[src/rtl/me_sched_pkg.sv]
// Shared types for the CTU scheduler: main FSM encoding and default coordinate width.
package me_sched_pkg;

  localparam int CTU_W_DEF = 8;

  typedef enum logic [2:0] {
    IDLE   = 3'd0,
    FETCH  = 3'd1,
    PREP   = 3'd2,
    SEARCH = 3'd3,
    FLUSH  = 3'd4,
    DONE   = 3'd5
  } state_e;

endpackage

[src/rtl/ctu_raster_cnt.sv]
// Raster-order CTU coordinate register with clear/advance and a combinational
// look-ahead of the following CTU for window prefetch.
module ctu_raster_cnt
  import me_sched_pkg::*;
#(
  parameter int CTU_W = CTU_W_DEF
) (
  input  logic             clk,
  input  logic             rst_n,
  input  logic             clr,
  input  logic             adv,
  input  logic [CTU_W-1:0] cols,
  input  logic [CTU_W-1:0] rows,
  output logic [CTU_W-1:0] x,
  output logic [CTU_W-1:0] y,
  output logic [CTU_W-1:0] nxt_x,
  output logic [CTU_W-1:0] nxt_y,
  output logic             is_last
);

  logic [CTU_W-1:0] x_q, x_d;
  logic [CTU_W-1:0] y_q, y_d;
  logic             last_col_s;

  // Next-CTU look-ahead and register update
  always_comb begin
    last_col_s = (x_q == (cols - CTU_W'(1)));
    nxt_x      = last_col_s ? {CTU_W{1'b0}} : (x_q + CTU_W'(1));
    nxt_y      = last_col_s ? (y_q + CTU_W'(1)) : y_q;
    is_last    = last_col_s && (y_q == (rows - CTU_W'(1)));
    if (clr) begin
      x_d = {CTU_W{1'b0}};
      y_d = {CTU_W{1'b0}};
    end else if (adv) begin
      x_d = nxt_x;
      y_d = nxt_y;
    end else begin
      x_d = x_q;
      y_d = y_q;
    end
  end

  // Coordinate registers
  always_ff @(posedge clk or negedge rst_n) begin
    if (!rst_n) begin
      x_q <= {CTU_W{1'b0}};
      y_q <= {CTU_W{1'b0}};
    end else begin
      x_q <= x_d;
      y_q <= y_d;
    end
  end

  assign x = x_q;
  assign y = y_q;

endmodule

[src/rtl/me_ctu_scheduler.sv]
// Frame-level CTU scheduler: raster walk, ping-pong window fetch with one-ahead
// prefetch, PE array kick-off and MV result handshake.
module me_ctu_scheduler
  import me_sched_pkg::*;
#(
  parameter int CTU_W  = CTU_W_DEF,
  parameter int CB_CNT = 4
) (
  input  logic             clk,
  input  logic             rst_n,
  input  logic             start,
  input  logic             abort,
  input  logic [CTU_W-1:0] frame_cols,
  input  logic [CTU_W-1:0] frame_rows,
  output logic             ld_req,
  output logic [CTU_W-1:0] ld_x,
  output logic [CTU_W-1:0] ld_y,
  output logic             ld_bank,
  input  logic             ld_ack,
  output logic             begin_prepare,
  output logic             cur_bank,
  input  logic             me_done,
  output logic             mv_valid,
  input  logic             mv_ready,
  output logic [CTU_W-1:0] cur_x,
  output logic [CTU_W-1:0] cur_y,
  output logic             busy,
  output logic             frame_done
);

  // CB_CNT only sizes result tags downstream; nothing here depends on it.
  if (CB_CNT < 1) begin : g_cb_cnt_unused
  end

  state_e           state_q, state_d;
  logic [CTU_W-1:0] cols_q, cols_d, rows_q, rows_d;
  logic [CTU_W-1:0] ld_x_q, ld_x_d, ld_y_q, ld_y_d;
  logic             ld_req_q, ld_req_d, ld_bank_q, ld_bank_d;
  logic             cur_bank_q, cur_bank_d;
  logic             pf_out_q, pf_out_d, pf_acked_q, pf_acked_d;
  logic             bp_q, bp_d, mv_valid_q, mv_valid_d;
  logic             busy_q, busy_d, frame_done_q, frame_done_d;
  logic             ack_s, cnt_clr_s, cnt_adv_s, cnt_last_s;
  logic [CTU_W-1:0] nxt_x_s, nxt_y_s;

  ctu_raster_cnt #(.CTU_W(CTU_W)) u_cur (
    .clk     (clk),
    .rst_n   (rst_n),
    .clr     (cnt_clr_s),
    .adv     (cnt_adv_s),
    .cols    (cols_q),
    .rows    (rows_q),
    .x       (cur_x),
    .y       (cur_y),
    .nxt_x   (nxt_x_s),
    .nxt_y   (nxt_y_s),
    .is_last (cnt_last_s)
  );

  // Next state, load request bookkeeping and registered output values
  always_comb begin
    state_d    = state_q;
    cols_d     = cols_q;
    rows_d     = rows_q;
    ld_req_d   = ld_req_q;
    ld_x_d     = ld_x_q;
    ld_y_d     = ld_y_q;
    ld_bank_d  = ld_bank_q;
    cur_bank_d = cur_bank_q;
    pf_out_d   = pf_out_q;
    pf_acked_d = pf_acked_q;
    cnt_clr_s  = 1'b0;
    cnt_adv_s  = 1'b0;
    ack_s      = ld_ack & ld_req_q;

    if (abort) begin
      state_d    = IDLE;
      ld_req_d   = 1'b0;
      ld_x_d     = {CTU_W{1'b0}};
      ld_y_d     = {CTU_W{1'b0}};
      ld_bank_d  = 1'b0;
      cur_bank_d = 1'b0;
      pf_out_d   = 1'b0;
      pf_acked_d = 1'b0;
      cnt_clr_s  = 1'b1;
    end else begin
      if (ack_s) begin
        ld_req_d   = 1'b0;
        pf_out_d   = 1'b0;
        pf_acked_d = pf_acked_q | pf_out_q;
      end else begin
        ld_req_d = ld_req_q;
      end

      case (state_q)
        IDLE: begin
          if (start) begin
            state_d    = FETCH;
            cols_d     = (frame_cols == {CTU_W{1'b0}}) ? CTU_W'(1) : frame_cols;
            rows_d     = (frame_rows == {CTU_W{1'b0}}) ? CTU_W'(1) : frame_rows;
            cnt_clr_s  = 1'b1;
            cur_bank_d = 1'b0;
            ld_req_d   = 1'b1;
            ld_x_d     = {CTU_W{1'b0}};
            ld_y_d     = {CTU_W{1'b0}};
            ld_bank_d  = 1'b0;
            pf_out_d   = 1'b0;
            pf_acked_d = 1'b0;
          end else begin
            state_d = IDLE;
          end
        end
        FETCH:  state_d = ack_s ? PREP : FETCH;
        PREP: begin
          state_d = SEARCH;
          if (!cnt_last_s) begin
            ld_req_d  = 1'b1;
            ld_x_d    = nxt_x_s;
            ld_y_d    = nxt_y_s;
            ld_bank_d = ~cur_bank_q;
            pf_out_d  = 1'b1;
          end else begin
            pf_out_d = 1'b0;
          end
        end
        SEARCH: state_d = me_done ? FLUSH : SEARCH;
        FLUSH: begin
          if (!mv_ready) begin
            state_d = FLUSH;
          end else if (cnt_last_s) begin
            state_d = DONE;
          end else begin
            // A prefetch ack landing on the handshake edge counts as already acked.
            state_d    = (pf_acked_q | ack_s) ? PREP : FETCH;
            cnt_adv_s  = 1'b1;
            cur_bank_d = ~cur_bank_q;
            pf_acked_d = 1'b0;
            pf_out_d   = 1'b0;
          end
        end
        DONE:    state_d = IDLE;
        default: state_d = IDLE;
      endcase
    end

    bp_d         = (state_d == PREP);
    mv_valid_d   = (state_d == FLUSH);
    busy_d       = (state_d != IDLE);
    frame_done_d = (state_d == DONE);
  end

  // State and output registers
  always_ff @(posedge clk or negedge rst_n) begin
    if (!rst_n) begin
      state_q      <= IDLE;
      cols_q       <= CTU_W'(1);
      rows_q       <= CTU_W'(1);
      ld_req_q     <= 1'b0;
      ld_x_q       <= {CTU_W{1'b0}};
      ld_y_q       <= {CTU_W{1'b0}};
      ld_bank_q    <= 1'b0;
      cur_bank_q   <= 1'b0;
      pf_out_q     <= 1'b0;
      pf_acked_q   <= 1'b0;
      bp_q         <= 1'b0;
      mv_valid_q   <= 1'b0;
      busy_q       <= 1'b0;
      frame_done_q <= 1'b0;
    end else begin
      state_q      <= state_d;
      cols_q       <= cols_d;
      rows_q       <= rows_d;
      ld_req_q     <= ld_req_d;
      ld_x_q       <= ld_x_d;
      ld_y_q       <= ld_y_d;
      ld_bank_q    <= ld_bank_d;
      cur_bank_q   <= cur_bank_d;
      pf_out_q     <= pf_out_d;
      pf_acked_q   <= pf_acked_d;
      bp_q         <= bp_d;
      mv_valid_q   <= mv_valid_d;
      busy_q       <= busy_d;
      frame_done_q <= frame_done_d;
    end
  end

  assign ld_req        = ld_req_q;
  assign ld_x          = ld_x_q;
  assign ld_y          = ld_y_q;
  assign ld_bank       = ld_bank_q;
  assign begin_prepare = bp_q;
  assign cur_bank      = cur_bank_q;
  assign mv_valid      = mv_valid_q;
  assign busy          = busy_q;
  assign frame_done    = frame_done_q;

endmodule

[config.mk]
export PLATFORM = sky130hd
export DESIGN_NAME = me_ctu_scheduler
export DESIGN_NICKNAME = d
export VERILOG_FILES = /design/src/rtl/me_sched_pkg.sv /design/src/rtl/ctu_raster_cnt.sv /design/src/rtl/me_ctu_scheduler.sv
export SDC_FILE = /design/constraint.sdc
export NUM_CORES = 1
export LEC_CHECK = 0
export CORE_AREA = 2 2 82 84
export CTS_BUF_LIST = sky130_fd_sc_hd__clkbuf_4 sky130_fd_sc_hd__clkbuf_8
export DETAILED_ROUTE_END_ITERATION = 16
export DIE_AREA = 0 0 84 86
export PLACE_DENSITY_LB_ADDON = 0.25
export SYNTH_ARGS = -nofsm -noshare
export SYNTH_HDL_FRONTEND = slang
export SYNTH_SLANG_ARGS = --single-unit
[constraint.sdc]
create_clock -name clk -period 2.9 [get_ports clk]
set_input_delay 0.29 -clock clk [delete_from_list [all_inputs] [get_ports clk]]
set_output_delay 0.29 -clock clk [all_outputs]
set_load 0.02 [all_outputs]
### After elaboration in Yosys (flattened, before gate mapping)

Index checks and enable logic that the tools add are counted.

* output and inout bits: 39
* flip-flop bits (word level): 60
* input bits: 23

* add/sub/neg operators: 4
* equal/unequal tests: 13
* muxes and demuxes: 54
* reductions and logical operators: 11
* bitwise logic cells: 5

Operator list (count)
* 8-bit two-way mux: 13
* 8-bit case mux with 2 select lines: 2
* 1-bit two-way mux: 27
* 8-bit by 1-bit adder with 8-bit output (second input constant): 2
* 8-bit == test: 2
* 8-bit logical NOT: 2
* 8-bit by 1-bit subtractor with 8-bit output (second input constant): 2
* 3-bit case mux with 5 select lines: 1
* 3-bit two-way mux: 4
* 3-bit inequality test (second input constant): 4
* 3-bit by 2-bit == test with 1-bit output (second input constant): 3
* 3-bit == test (second input constant): 3
* 3-bit nonzero test: 3
* 1-bit case mux with 2 select lines: 4
* 3-bit AND reduction: 2
* 2-bit two-way mux: 2
* 4-bit AND reduction: 1
* 3-bit by 1-bit == test with 1-bit output (second input constant): 1
* 3-bit logical NOT: 1
* 1-bit case mux with 3 select lines: 1
* 1-bit inverter: 2
* 1-bit bitwise OR: 2
* 2-bit nonzero test: 1
* 1-bit bitwise AND: 1
* 1-bit logical AND: 1

### Longest topological paths before layout

* depth after elaboration: 9
* mapped depth: 11
* gate-level depth less buffers: 9

### Modules after synthesis

A second synthesis with hierarchy kept.

* cell total of the unflattened synthesis: 347
* area total of the unflattened synthesis: 3502.1 um^2

By module, submodules not included
* me_ctu_scheduler: cells an instance 142, seq. area each 1103.6 um^2, area each 1865.5 um^2, instances 1
* ctu_raster_cnt: cells an instance 205, seq. area each 400.4 um^2, area each 1636.6 um^2, instances 1

### Worst setup path before layout

OpenSTA, ideal clock, no wires.

* path type: register -> register
* start: register cols_q[0]
* end: register busy_q (netlist: busy)
* path slack: 310 ps
* buffers on the path: 0
* required time: 2768 ps
* arrival time: 2459 ps
* cell stages (with the launch flop): 10
* cell sequence: dfstp_2 > inv_1 > ha_1 > nor2b_1 > and3_1 > nor4_2 > o311ai_4 > nor3_4 > o31a_1 > or3b_1

* word-level cells in the longest chain between the ends: 8

RTL lines
* from (decl): line me_ctu_scheduler.sv:36 `logic [CTU_W-1:0] cols_q, cols_d, rows_q, rows_d;`
* from (signal assigned): line me_ctu_scheduler.sv:171 `cols_q <= cols_d;`
* 8-bit by 1-bit subtractor with 8-bit output: line ctu_raster_cnt.sv:27 `last_col_s = (x_q == (cols - CTU_W'(1)));`
* 8-bit == test: line ctu_raster_cnt.sv:27
* 1-bit logical AND: line ctu_raster_cnt.sv:30 `is_last = last_col_s && (y_q == (rows - CTU_W'(1)));`
* 3-bit two-way mux: line me_ctu_scheduler.sv:130 `end else if (cnt_last_s) begin`
* 3-bit two-way mux: line me_ctu_scheduler.sv:128 `if (!mv_ready) begin`
* 3-bit case mux with 5 select lines: line me_ctu_scheduler.sv:95 `case (state_q)`
* 3-bit two-way mux: line me_ctu_scheduler.sv:76 `if (abort) begin`
* 3-bit nonzero test: line me_ctu_scheduler.sv:148 `busy_d = (state_d != IDLE);`
* net busy_d: line me_ctu_scheduler.sv:42 `logic busy_q, busy_d, frame_done_q, frame_done_d;`
* to (signal assigned): line me_ctu_scheduler.sv:182 `busy_q <= busy_d;`
* to (decl): line me_ctu_scheduler.sv:42

The timed path passes the listed nets, and every way through them passes these cells.
A chain may end at the register's enable or synchronous reset.

### Worst setup path in the final report

* start: register cols_q[0]
* end: register u_cur.y_q[1] (netlist: u_cur.y[1])

* word-level cells in the longest chain between the ends: 8
* elaborated cells on any way between the ends: 11
* those cells by class: 1 x add/sub; 1 x eq/ne; 7 x mux; 2 x reduce/logical

RTL lines
* 8-bit by 1-bit subtractor with 8-bit output *: line ctu_raster_cnt.sv:27
* 8-bit == test *: line ctu_raster_cnt.sv:27
* 1-bit logical AND: line ctu_raster_cnt.sv:30
* 1-bit two-way mux: line me_ctu_scheduler.sv:130
* 1-bit two-way mux: line me_ctu_scheduler.sv:128
* 1-bit two-way mux: line me_ctu_scheduler.sv:95
* 1-bit two-way mux: line me_ctu_scheduler.sv:76
* 2-bit nonzero test (no line)
* to (signal assigned): line ctu_raster_cnt.sv:47 `y_q <= {CTU_W{1'b0}};`
* to (signal assigned): line ctu_raster_cnt.sv:50 `y_q <= y_d;`
* to (decl): line ctu_raster_cnt.sv:22 `logic [CTU_W-1:0] y_q, y_d;`

Every way passes the cells marked *; elsewhere a longest branch is shown, timed or not. The select of a mux whose other input is x is not followed.

==> flow_summary.html <==
<table>
<tr><th>Metric</th><th>Value</th></tr>
<tr><th colspan="2">Global routing</th></tr>
<tr><td>Largest net degree at the start of global routing</td><td>40</td></tr>
<tr><td>Total routing usage reported by global routing</td><td>0.246</td></tr>
<tr><td>Initial antenna violation count</td><td>0</td></tr>
<tr><td>Via count of the first global-routing pass</td><td>2,885</td></tr>
<tr><td>Global route total overflow</td><td>0</td></tr>
<tr><td>Global-route wire length before repair</td><td>between 10,000 and 15,000 um</td></tr>
<tr><th colspan="2">Worst setup path</th></tr>
<tr><td>Worst reg2reg startpoint</td><td>cols_q[0]</td></tr>
<tr><td>Worst Reg2Reg Path Length in Cells</td><td>10</td></tr>
<tr><td>Kind of end point of the critical path</td><td>flip-flop</td></tr>
<tr><td>Worst EP arrival</td><td>3010 ps</td></tr>
<tr><td>Kind of critical path</td><td>flip-flop to flip-flop</td></tr>
<tr><td>Worst reg-to-reg setup slack</td><td>110 ps</td></tr>
<tr><td>CP max FO</td><td>23</td></tr>
<tr><td>Crit path capture</td><td>u_cur.y[1]</td></tr>
<tr><td>WP data required</td><td>3110 ps</td></tr>
<tr><td>Startpoint of the most critical setup path</td><td>cols_q[0]</td></tr>
<tr><td>Worst flop-to-flop path endpoint</td><td>u_cur.y[1]</td></tr>
<tr><td>Kind of start point of the critical path</td><td>flip-flop</td></tr>
<tr><th colspan="2">Placed design</th></tr>
<tr><td>Placed Instance Area</td><td>~0.0041 mm^2</td></tr>
<tr><td>Routability Congestion</td><td>just over 0.9</td></tr>
<tr><td>Worst slack, placed</td><td>96.7 ps</td></tr>
<tr><td>Count of port buffers added during placement</td><td>61</td></tr>
<tr><td>Final HPWL DP</td><td>6000 um</td></tr>
<tr><th colspan="2">Pwr</th></tr>
<tr><td>Pwr per Cell Area</td><td>501 mW/mm^2</td></tr>
<tr><td>Logic pwr share</td><td>0.188</td></tr>
<tr><td>Switching share of total power</td><td>0.294</td></tr>
<tr><td>Max VDD drop</td><td>0.371 mV</td></tr>
<tr><td>Sw Pwr</td><td>0.640 mW</td></tr>
<tr><td>Power Internal</td><td>1.54 mW</td></tr>
<tr><td>Clock power frac</td><td>0.362</td></tr>
<tr><td>Leakage power of the design</td><td>1.72 nW</td></tr>
<tr><td>Portion of total power attributed to sequential cells</td><td>0.449</td></tr>
<tr><th colspan="2">Final layout</th></tr>
<tr><td>Leading cell type in the layout, fill and taps excluded</td><td>sky130_fd_sc_hd__clkdlybuf4s50_1</td></tr>
<tr><td>Diodes inserted</td><td>0</td></tr>
<tr><td>Area of all placed cells without fillers</td><td>between 0.004 and 0.005 mm^2</td></tr>
<tr><td>Layout Nets</td><td>444</td></tr>
<tr><td>Highest-count cells in the layout ignoring fill and taps</td><td>sky130_fd_sc_hd__clkdlybuf4s50_1, sky130_fd_sc_hd__dfrtp_1, sky130_fd_sc_hd__nand2_1</td></tr>
<tr><td>Area delta synth-&gt;final</td><td>26.9%</td></tr>
<tr><td>Area occupied by multi-input gates</td><td>0.00179 mm^2</td></tr>
<tr><td>Footprint of the flip-flops and latches</td><td>0.00150 mm^2</td></tr>
<tr><td>Final core area utilization</td><td>0.693</td></tr>
<tr><td>Proportion of layout cells with a drive suffix above 1</td><td>0.130</td></tr>
<tr><td>Fill cell instance count of the final layout</td><td>502</td></tr>
<tr><th colspan="2">Synth</th></tr>
<tr><td>EDFF count, synth</td><td>0</td></tr>
<tr><td>Post-synthesis share of cell area spent on xor and xnor gates</td><td>0.0843</td></tr>
<tr><td>Synth Area in Adders</td><td>0.0146</td></tr>
<tr><td>Register bit total from synthesis</td><td>60</td></tr>
<tr><td>Part of the Yosys area used for sequential elements</td><td>0.439</td></tr>
<tr><td>Most used flip-flop cell after synthesis</td><td>sky130_fd_sc_hd__dfrtp_1</td></tr>
<tr><td>Count of warnings emitted by yosys</td><td>0</td></tr>
<tr><td>Compound-cell area share of the yosys netlist</td><td>0.165</td></tr>
<tr><td>Post-Syn Area</td><td>0.00343 mm^2</td></tr>
<tr><td>Combinational family with the most area after synthesis</td><td>simple AND/OR/NAND/NOR gates</td></tr>
<tr><td>Synthesized area divided by synthesized cell count</td><td>9.63 um^2</td></tr>
<tr><td>Synth Instances</td><td>~360</td></tr>
<tr><td>FFs w/ async S/R, synth</td><td>1.00</td></tr>
<tr><td>Post-synthesis cell type count</td><td>between 50 and 60</td></tr>
<tr><td>Share of cell area taken by muxes after synthesis</td><td>0.0416</td></tr>
<tr><td>Syn_nets</td><td>roughly 380</td></tr>
<tr><td>Simple-gate share of the synthesized area</td><td>0.213</td></tr>
<tr><th colspan="2">Clock tree</th></tr>
<tr><td>Clock latency at the later pin of the worst-skew pair</td><td>around 340 ps</td></tr>
<tr><td>Clock tree from TritonCTS</td><td>yes</td></tr>
<tr><td>TritonCTS buffer count</td><td>9</td></tr>
<tr><td>Longest Clk Path Bufs</td><td>2</td></tr>
<tr><td>Root buffer cell</td><td>sky130_fd_sc_hd__clkbuf_8</td></tr>
<tr><td>TritonCTS Sinks</td><td>60</td></tr>
<tr><td># H-tree levels</td><td>3</td></tr>
<tr><td>Buffer count from post-CTS setup fixing</td><td>0</td></tr>
<tr><td>Clock-pin slew on the worst setup and hold paths</td><td>70 ps</td></tr>
<tr><th colspan="2">Flow run</th></tr>
<tr><td>Number of maximum-capacitance violations</td><td>0</td></tr>
<tr><th colspan="2">Timing</th></tr>
<tr><td>Final period utilization</td><td>0.963</td></tr>
<tr><td>Worst max-slew margin expressed relative to the limit</td><td>0.534</td></tr>
<tr><td>Worst setup margin</td><td>107 ps</td></tr>
<tr><td>Time the worst path needs with I/O delays and setup</td><td>2790 ps</td></tr>
<tr><td>Worst clock skew</td><td>6.27 ps</td></tr>
<tr><td>Max-slew violation count</td><td>0</td></tr>
<tr><td>Actual transition at the worst max-transition pin</td><td>697 ps</td></tr>
<tr><td>Final count of negative-setup-slack endpoints</td><td>0</td></tr>
<tr><td>Unrepaired setup endpoints after global routing</td><td>true</td></tr>
<tr><td>Final count of hold timing violations</td><td>0</td></tr>
<tr><td>Maximum achievable frequency</td><td>0.358 GHz</td></tr>
<tr><th colspan="2">Detailed routing</th></tr>
<tr><td>Wire length after detailed routing</td><td>8570 um</td></tr>
<tr><td>Post-DRT Antenna Nets</td><td>0</td></tr>
<tr><td>Total via count after detailed routing</td><td>3,057</td></tr>
<tr><td>Initial drt markers</td><td>313</td></tr>
<tr><td>Detailed-route wire length per cell</td><td>17.2 um</td></tr>
<tr><td>Number of detailed-routing iterations run before antenna repair</td><td>5</td></tr>
<tr><td>DRC violations left</td><td>0</td></tr>
<tr><td>Average via count per standard cell</td><td>about 6</td></tr>
<tr><th colspan="2">Die</th></tr>
<tr><td>X dimension of the die</td><td>84 um</td></tr>
<tr><td>Number of top-level pins</td><td>62</td></tr>
<tr><td>Starting density of the core</td><td>0.546</td></tr>
<tr><td>Placeable core region</td><td>~0.0063 mm^2</td></tr>
<tr><td>Total number of placement rows</td><td>29</td></tr>
<tr><td>Die extent in y</td><td>86 um</td></tr>
<tr><td>Die footprint</td><td>0.00722 mm^2</td></tr>
<tr><th colspan="2">Min path</th></tr>
<tr><td>Worst min path class</td><td>input pin to async pin</td></tr>
<tr><th colspan="2">Outcome</th></tr>
<tr><td>Status</td><td>finished clean</td></tr>
</table>
## area by class of cell
cell class                      count  share of cell area
Timing Repair Buffer               73               0.163
Tap cell                           77              0.0222
Clock inverter                      4              0.0109
Clock buffer                       12              0.0365
Multi-Input combinational cell    261               0.411
Sequential cell                    60               0.346
Inverter                           12              0.0104
## critical path: stages, from the launching register on
cell	delay (ps)
sky130_fd_sc_hd__dfstp_2	580
sky130_fd_sc_hd__inv_1	60
sky130_fd_sc_hd__ha_1	310
sky130_fd_sc_hd__xor2_1	160
sky130_fd_sc_hd__o211ai_1	120
sky130_fd_sc_hd__nor4_2	350
sky130_fd_sc_hd__o311ai_4	190
sky130_fd_sc_hd__buf_4	260
sky130_fd_sc_hd__a211oi_4	340
sky130_fd_sc_hd__mux2i_1	240
sky130_fd_sc_hd__nor2_1	50
## synth_stat cells (2+ instances only)
library cell | number | area, um^2
sky130_fd_sc_hd__nor3_1 | 7 | 35.0
sky130_fd_sc_hd__buf_2 | 3 | 15.0
sky130_fd_sc_hd__nor2b_1 | 4 | 25.0
sky130_fd_sc_hd__dfstp_2 | 2 | 52.6
sky130_fd_sc_hd__nand2b_1 | 4 | 25.0
sky130_fd_sc_hd__or4_1 | 2 | 15.0
sky130_fd_sc_hd__o22ai_1 | 2 | 12.5
sky130_fd_sc_hd__mux2_2 | 10 | 113
sky130_fd_sc_hd__or2_2 | 3 | 18.8
sky130_fd_sc_hd__nand4b_1 | 2 | 17.5
sky130_fd_sc_hd__inv_1 | 12 | 45.0
sky130_fd_sc_hd__a31oi_1 | 5 | 31.3
sky130_fd_sc_hd__a31o_2 | 2 | 17.5
sky130_fd_sc_hd__nor4_2 | 3 | 37.5
sky130_fd_sc_hd__a2111oi_0 | 3 | 26.3
sky130_fd_sc_hd__nand4_1 | 7 | 43.8
sky130_fd_sc_hd__nor4_1 | 5 | 31.3
sky130_fd_sc_hd__ha_1 | 4 | 50.1
sky130_fd_sc_hd__nand3b_1 | 6 | 45.0
sky130_fd_sc_hd__xnor2_1 | 23 | 201
sky130_fd_sc_hd__and3_1 | 4 | 25.0
sky130_fd_sc_hd__nor2_1 | 29 | 109
sky130_fd_sc_hd__mux2i_1 | 3 | 30.0
sky130_fd_sc_hd__clkbuf_1 | 14 | 52.6
sky130_fd_sc_hd__dfrtp_1 | 58 | 1450
sky130_fd_sc_hd__o21ai_0 | 14 | 70.1
sky130_fd_sc_hd__buf_1 | 3 | 11.3
sky130_fd_sc_hd__nor3b_1 | 5 | 37.5
sky130_fd_sc_hd__a21o_1 | 3 | 22.5
sky130_fd_sc_hd__xor2_1 | 10 | 87.6
sky130_fd_sc_hd__a21oi_1 | 9 | 45.0
sky130_fd_sc_hd__o211ai_1 | 7 | 52.6
sky130_fd_sc_hd__nand3_1 | 12 | 60.1
sky130_fd_sc_hd__nand2_1 | 37 | 139
sky130_fd_sc_hd__o2bb2ai_1 | 16 | 140
## per-layer routing
layer	wire length, um	vias up	global-route usage
li1	-	1400	-
met1	3740	1489	0.343
met2	4060	147	0.383
met3	575	21	0.0443
met4	194	0	0.103
met5	0	-	0
## power groups by stage
| stage | clock [mW] | combinational (mW) | sequential, mW |
|---|---|---|---|
| after floorplan | 0 | 0.287 | 0.972 |
| after global placement | 0 | 0.390 | 0.986 |
| after detailed placement | 0 | 0.404 | 0.992 |
| after CTS | 0.801 | 0.407 | 0.977 |
| after global routing | 0.843 | 0.453 | 0.987 |
| final | 0.790 | 0.411 | 0.979 |
## worst min-delay path by stage
stage	start	slack, ps	depth (start not counted)	endpoint
global route	rst_n	490	2	ld_y[4]
CTS	rst_n	450	2	ld_y[2]
finish	rst_n	440	2	ld_y[4]
global placement	rst_n	270	1	ld_y[4]
floorplan	rst_n	-6	0	begin_prepare
detailed placement	rst_n	280	1	ld_y[4]
## metrics by stage
| stage | power, mW | hold WS, ps | instances | TNS, ps |
|---|---|---|---|---|
| floorplan | 1.26 | -5.59 | 356 | 0 |
| global placement | 1.38 | 272 | 482 | 0 |
| finish | 2.18 | 439 | 499 | 0 |
| detailed placement | 1.40 | 279 | 482 | 0 |
| global route | 2.28 | 489 | 499 | -25.3 |
| CTS | 2.19 | 451 | 499 | 0 |
## sequential cells by signal (all words and copies together) (netlist names), 3 cells and up
signal,flops
ld_y,8
u_cur.y,8
rows_q,8
u_cur.x,8
state_q,3
ld_x,8
cols_q,8
## timing repair
| item | in CTS | in global routing |
|---|---|---|
| hold endpoints to repair | 21 | 0 |
| endpoints found under the setup margin | 0 | 8 |
| gates resized for setup | 0 | 4 |
| hold buffers | 1 | 0 |
## kinds of logic after synthesis
| family | Yosys count |
|---|---|
| adders and majority gates | 4 |
| xor gates and xnor gates | 33 |
| buffers and inverters | 35 |
| and+or+nand+nor | 137 |
| muxes | 13 |
| AOI/OAI and AO/OA | 74 |
| DFF | 60 |
(Power assumes the default switching activity.)
